===== config.mk =====
export PLATFORM = sky130hd
export DESIGN_NAME = alu_mul_sequencer_flat
export DESIGN_NICKNAME = d
export VERILOG_FILES = /design/src/rtl/alu_mul_sequencer_if.sv /design/src/rtl/alu_mul_sequencer.sv /design/src/flat_wrapper.sv
export SDC_FILE = /design/constraint.sdc
export NUM_CORES = 1
export LEC_CHECK = 0
export ABC_CLOCK_PERIOD_IN_PS = 5300
export BUFFER_PORTS_ARGS = -buffer_cell sky130_fd_sc_hd__buf_2
export CAP_MARGIN = 10
export CORE_MARGIN = 1
export CORE_UTILIZATION = 45
export DETAILED_ROUTE_END_ITERATION = 10
export GPL_TIMING_DRIVEN = 1
export PLACE_DENSITY = 0.69
export SYNTH_ARGS = -nofsm -noshare
export SYNTH_HDL_FRONTEND = slang
export SYNTH_SLANG_ARGS = --single-unit

===== constraint.sdc =====
create_clock -name clk -period 5.3 [get_ports clk]
set_input_delay 0 -clock clk [delete_from_list [all_inputs] [get_ports clk]]
set_output_delay 0 -clock clk [all_outputs]
set_load 0.1 [all_outputs]

===== src/rtl/alu_mul_sequencer_if.sv =====
// Request/response and ALU-drive bundle between the execute stage and the
// shift-add multiply sequencer.
interface alu_mul_sequencer_if #(
    parameter int WIDTH = 64
);
    logic             start;
    logic [WIDTH-1:0] op_a;
    logic [WIDTH-1:0] op_b;
    logic             busy;
    logic             done;
    logic [WIDTH-1:0] product;
    logic [WIDTH-1:0] alu_a;
    logic [WIDTH-1:0] alu_b;
    logic [3:0]       alu_op;
    logic [WIDTH-1:0] alu_result;

    // Execute-stage side: issues requests, owns the ALU, observes results.
    modport master (
        output start, op_a, op_b, alu_result,
        input  busy, done, product, alu_a, alu_b, alu_op
    );

    // Sequencer side.
    modport slave (
        input  start, op_a, op_b, alu_result,
        output busy, done, product, alu_a, alu_b, alu_op
    );
endinterface


===== src/rtl/alu_mul_sequencer.sv =====
// Unsigned WIDTHxWIDTH multiply (low WIDTH bits) built from repeated ALU add and
// shift-left operations, one ALU operation per cycle, with early exit.
module alu_mul_sequencer #(
    parameter int         WIDTH  = 64,
    parameter logic [3:0] OP_ADD = 4'b0010,
    parameter logic [3:0] OP_SHL = 4'b0111
) (
    input  logic                clk,
    input  logic                rst_n,
    alu_mul_sequencer_if.slave  bus
);
    localparam logic [3:0] OP_NOP   = 4'b0000;
    localparam logic [6:0] CNT_LAST = 7'(WIDTH - 1);

    typedef enum logic [1:0] {
        S_IDLE,
        S_ADD,
        S_SHIFT,
        S_DONE
    } state_e;

    state_e           state_q, state_d;
    logic [WIDTH-1:0] m_q, m_d;
    logic [WIDTH-1:0] q_q, q_d;
    logic [WIDTH-1:0] p_q, p_d;
    logic [6:0]       cnt_q, cnt_d;
    logic [WIDTH-1:0] product_q, product_d;

    logic [WIDTH-1:0] alu_a_c;
    logic [WIDTH-1:0] alu_b_c;
    logic [3:0]       alu_op_c;

    // NOTE: every register, including the datapath, is cleared by the async
    // reset so an aborted multiply leaves no stale operands or product behind.
    always_ff @(posedge clk or negedge rst_n) begin
        if (!rst_n) begin
            state_q   <= S_IDLE;
            m_q       <= '0;
            q_q       <= '0;
            p_q       <= '0;
            cnt_q     <= '0;
            product_q <= '0;
        end else begin
            // NOTE: non-blocking assignments so all registers update from the
            // same pre-edge values, independent of statement order.
            state_q   <= state_d;
            m_q       <= m_d;
            q_q       <= q_d;
            p_q       <= p_d;
            cnt_q     <= cnt_d;
            product_q <= product_d;
        end
    end

    always_comb begin
        // NOTE: defaults first so every path assigns every output (no latches).
        state_d   = state_q;
        m_d       = m_q;
        q_d       = q_q;
        p_d       = p_q;
        cnt_d     = cnt_q;
        product_d = product_q;
        alu_a_c   = '0;
        alu_b_c   = '0;
        alu_op_c  = OP_NOP;

        unique case (state_q)
            S_IDLE: begin
                if (bus.start) begin
                    m_d   = bus.op_a;
                    q_d   = bus.op_b;
                    p_d   = '0;
                    cnt_d = '0;
                    if (bus.op_b == '0)
                        state_d = S_DONE;
                    else if (bus.op_b[0])
                        state_d = S_ADD;
                    else
                        state_d = S_SHIFT;
                end
            end

            S_ADD: begin
                alu_a_c  = p_q;
                alu_b_c  = m_q;
                alu_op_c = OP_ADD;
                p_d      = bus.alu_result;
                state_d  = S_SHIFT;
            end

            S_SHIFT: begin
                alu_a_c  = m_q;
                alu_b_c  = WIDTH'(1);
                alu_op_c = OP_SHL;
                m_d      = bus.alu_result;
                q_d      = q_q >> 1;
                cnt_d    = cnt_q + 7'd1;
                // Q[1] is the bit that becomes Q[0] after this shift.
                if ((q_q >> 1) == '0 || cnt_q == CNT_LAST)
                    state_d = S_DONE;
                else if (q_q[1])
                    state_d = S_ADD;
                else
                    state_d = S_SHIFT;
            end

            S_DONE: begin
                product_d = p_q;
                state_d   = S_IDLE;
            end

            default: state_d = S_IDLE;
        endcase
    end

    assign bus.busy    = (state_q != S_IDLE);
    assign bus.done    = (state_q == S_DONE);
    assign bus.product = product_q;
    assign bus.alu_a   = alu_a_c;
    assign bus.alu_b   = alu_b_c;
    assign bus.alu_op  = alu_op_c;

endmodule


===== src/flat_wrapper.sv =====
// flat-port wrapper written by rule: the top's interface ports become plain ports
module alu_mul_sequencer_flat 
#(
    parameter int         WIDTH  = 64,
    parameter logic [3:0] OP_ADD = 4'b0010,
    parameter logic [3:0] OP_SHL = 4'b0111
)
  (clk, rst_n, bus_start, bus_op_a, bus_op_b, bus_alu_result, bus_busy, bus_done, bus_product, bus_alu_a, bus_alu_b, bus_alu_op);
  alu_mul_sequencer_if #(.WIDTH(WIDTH)) bus_i ();
  input  logic clk;
  input  logic rst_n;
  input wire logic [$bits(bus_i.start)-1:0] bus_start;
  input wire logic [$bits(bus_i.op_a)-1:0] bus_op_a;
  input wire logic [$bits(bus_i.op_b)-1:0] bus_op_b;
  input wire logic [$bits(bus_i.alu_result)-1:0] bus_alu_result;
  output wire logic [$bits(bus_i.busy)-1:0] bus_busy;
  output wire logic [$bits(bus_i.done)-1:0] bus_done;
  output wire logic [$bits(bus_i.product)-1:0] bus_product;
  output wire logic [$bits(bus_i.alu_a)-1:0] bus_alu_a;
  output wire logic [$bits(bus_i.alu_b)-1:0] bus_alu_b;
  output wire logic [$bits(bus_i.alu_op)-1:0] bus_alu_op;
  assign bus_i.start = bus_start;
  assign bus_i.op_a = bus_op_a;
  assign bus_i.op_b = bus_op_b;
  assign bus_i.alu_result = bus_alu_result;
  assign bus_busy = bus_i.busy;
  assign bus_done = bus_i.done;
  assign bus_product = bus_i.product;
  assign bus_alu_a = bus_i.alu_a;
  assign bus_alu_b = bus_i.alu_b;
  assign bus_alu_op = bus_i.alu_op;
  alu_mul_sequencer #(.WIDTH(WIDTH), .OP_ADD(OP_ADD), .OP_SHL(OP_SHL)) u_core (.clk(clk), .rst_n(rst_n), .bus(bus_i));
endmodule

==> results.md <==
- Worst skew pair latency: 560 ps
- Total Routing Usage GR: 0.2927
- Slew headroom: 0.2280
- Initial DRT Pass Iterations: 7
- Synth unique cells: 34
- Yosys reg bits: 264
- Reg2reg path depth: 7
- Slew Viols, Final: 0
- EDFF count, synth: 0
- Vias per cell: 5.724
- Die area: 0.02816 mm^2
- Required time of the critical path: 5300 ps
- Worst reg-to-reg setup slack: 2110 ps
- Ys flop type: dfrtp_1
- Final critical-path required period: 4092 ps
- Crit end category: output pin
- Synthesized area: 0.01237 mm^2
- DR DRC count: 0
- Cells after synthesis: 1090
- Fin nets: 1824
- Layout fillers: 2073
- Most frequent cells in the layout: buf_2 (390), dfrtp_1 (264), dlygate4sd3_1 (196)
- Outcome: completed
- Final hold vios: 0
- Synth warn: 0
- Placer congestion estimate: 0.9239
- RSZ-0062 raised after global routing: no
- Reg clk slew, reported paths: 70 ps
- Final period util: 0.7721
- Final WL: 42.17 mm
- Synth area leader: dfrtp_1
- Routed vias: 11390
- Placed insts: 1738
- CP Launch Type: flop
- Io pins: 393
- Clk sinks: 264
- Worst reg2reg endpoint: u_core.cnt_q[6]
- H-Tree Depth: 1
- Die X: 167.8 um
- Dpl hpwl: 26.57 mm
- Post-Layout Cell Count: 1989
- Worst Path Max Fanout: 41
- Vias in the first global route: 11480
- Worst hold path type: primary input to asynchronous set/reset pin
- Area share of the largest cell type after synthesis: 0.5341
- Syn-to-layout area delta: 40.08%
- Critical path startpoint: u_core.state_q[0]
- Die Y: 167.8 um
- WP data arrival: 4090 ps
- Avg Cell Area, Syn: 11.35 um^2
- Actual slew at the worst max-slew pin: 1158 ps
- CTS tree: yes
- Max Buffers Root-to-Sink: 3
- Setup TNS: 0 ps
- PortBufs: 391
- Largest net degree at the start of global routing: 190
- Final setup vio count: 0
- First-pass GRT wire length: 64.77 mm
- Num CTS Buffers: 29
- Maxcap violations: 0
- Setup WS pre-CTS: 1869 ps
- Top post-synthesis cells by area: dfrtp_1 (53%), mux2i_1 (10%), a22o_1 (9.1%), mux2_2 (5.8%), a21oi_1 (4.9%)
- Post-layout worst setup margin: 1208 ps
- Core box area: 0.02695 mm^2
- Fmax: 244.4 MHz
- Register area: 0.006606 mm^2
- Cell Rows: 60
- Final Instance Area: 0.01733 mm^2
- Area occupied by multi-input gates: 0.005286 mm^2
- Commonest non-fill, non-tap cell in the layout: buf_2
- Async set-reset flop share out of synthesis: 1.000
- CTS root buf: clkbuf_16
- Layout cells sized above 1: 0.3224
- Antenna-violating nets left: 0
- Placed instance area: 0.01439 mm^2
- Syn_nets: 1290
- Register area share after synthesis: 0.5341
- Global route overflow: 0
- Drt wl/cell: 21.20 um
- Detailed router's first-iteration violation count: 939
- Worst Setup Path Type: flop to output pin
- Final Skew: 16.71 ps
- Reg2reg start: u_core.state_q[0]
- Crit path to: bus_alu_a[45]
- Initial antenna violation count: 1
- Starting density of the core: 0.4590
## cells by family (layout without fill, tap and decap cells)
logic type / Yosys count / after routing / share of synthesized area
adder cells (fa/ha/maj): 5 / 5 / 0.005058
AO/OA/AOI/OAI: 269 / 269 / 0.1513
multiplexers: 191 / 191 / 0.1614
other: 1 / 2 / 0.0003032
AND/OR/NAND/NOR: 258 / 258 / 0.1019
XOR/XNOR: 4 / 4 / 0.002832
buffers and inverters: 98 / 655 / 0.04309
flip-flops: 264 / 264 / 0.5341
## sequential cells by signal (all words and copies together), names as in the netlist
name                flops
u_core.q_q             63
u_core.p_q             64
u_core.state_q          2
u_core.cnt_q            7
u_core.m_q             64
u_core.bus.product     64
## final cells by class
class,instances,share of cell area
Sequential cell,264,0.3813
Timing Repair Buffer,598,0.2322
Inverter,3,0.0006499
Clock buffer,39,0.04694
Tap cell,341,0.02462
Multi-Input combinational cell,728,0.3051
Antenna cell,1,0.0001444
Clock inverter,15,0.009027
## synth_stat cells, types with 2 or more instances
master    count
buf_6        10
nor2_1      133
buf_4         2
buf_2        66
mux2_2       64
dfrtp_1     264
a21oi_2       7
clkbuf_1     17
inv_1         3
nand2_1       7
ha_1          5
nand3_1       3
nand4_1       8
mux2i_1     126
and2_1        3
a21oi_1     122
xor2_1        4
and3_1       65
o21ai_0       6
a22o_1      129
nor3_1        4
nor4_1       30
## stage by stage
stage,hold slack [ps],util
6_report,64.36,0.6429
5_1_grt,145.6,0.6429
4_1_cts,148.7,0.6428
3_5_place_dp,141.9,0.5340
3_3_place_gp,133.3,0.5340
2_1_floorplan,-295.6,-
## critical path: stages (launching register included)
cell and delay [ps]:
dfrtp_1 450, inv_1 140, ha_2 620, buf_4 440
and2_2 700, buf_4 500, a22o_1 220, buf_2 440
## worst min path at each step
stage / startpoint / end / slack, ps / cells past startpoint
6_report: rst_n / u_core.bus.product[32] / 60 / 2
5_1_grt: rst_n / u_core.bus.product[32] / 150 / 2
4_1_cts: rst_n / u_core.bus.product[32] / 150 / 2
3_5_place_dp: rst_n / u_core.bus.product[32] / 140 / 1
3_3_place_gp: rst_n / u_core.bus.product[32] / 130 / 1
2_1_floorplan: rst_n / u_core.bus.product[0] / -300 / 0
## routing by layer
metal	track usage	wire length, um
met1	0.3743	17120
met2	0.4911	20150
met3	0.04913	2963
met4	0.1268	1936
met5	0	0
## timing repair
action                                 in CTS  in global routing
buffers inserted                            0                  0
hold buffers                              196                  0
resized for setup                           0                  0
endpoints found under the hold margin     315                  0
Power is left out: the tool's default activity adds up to more than one toggle a clock period on the data nets, which glitch-free logic cannot reach.
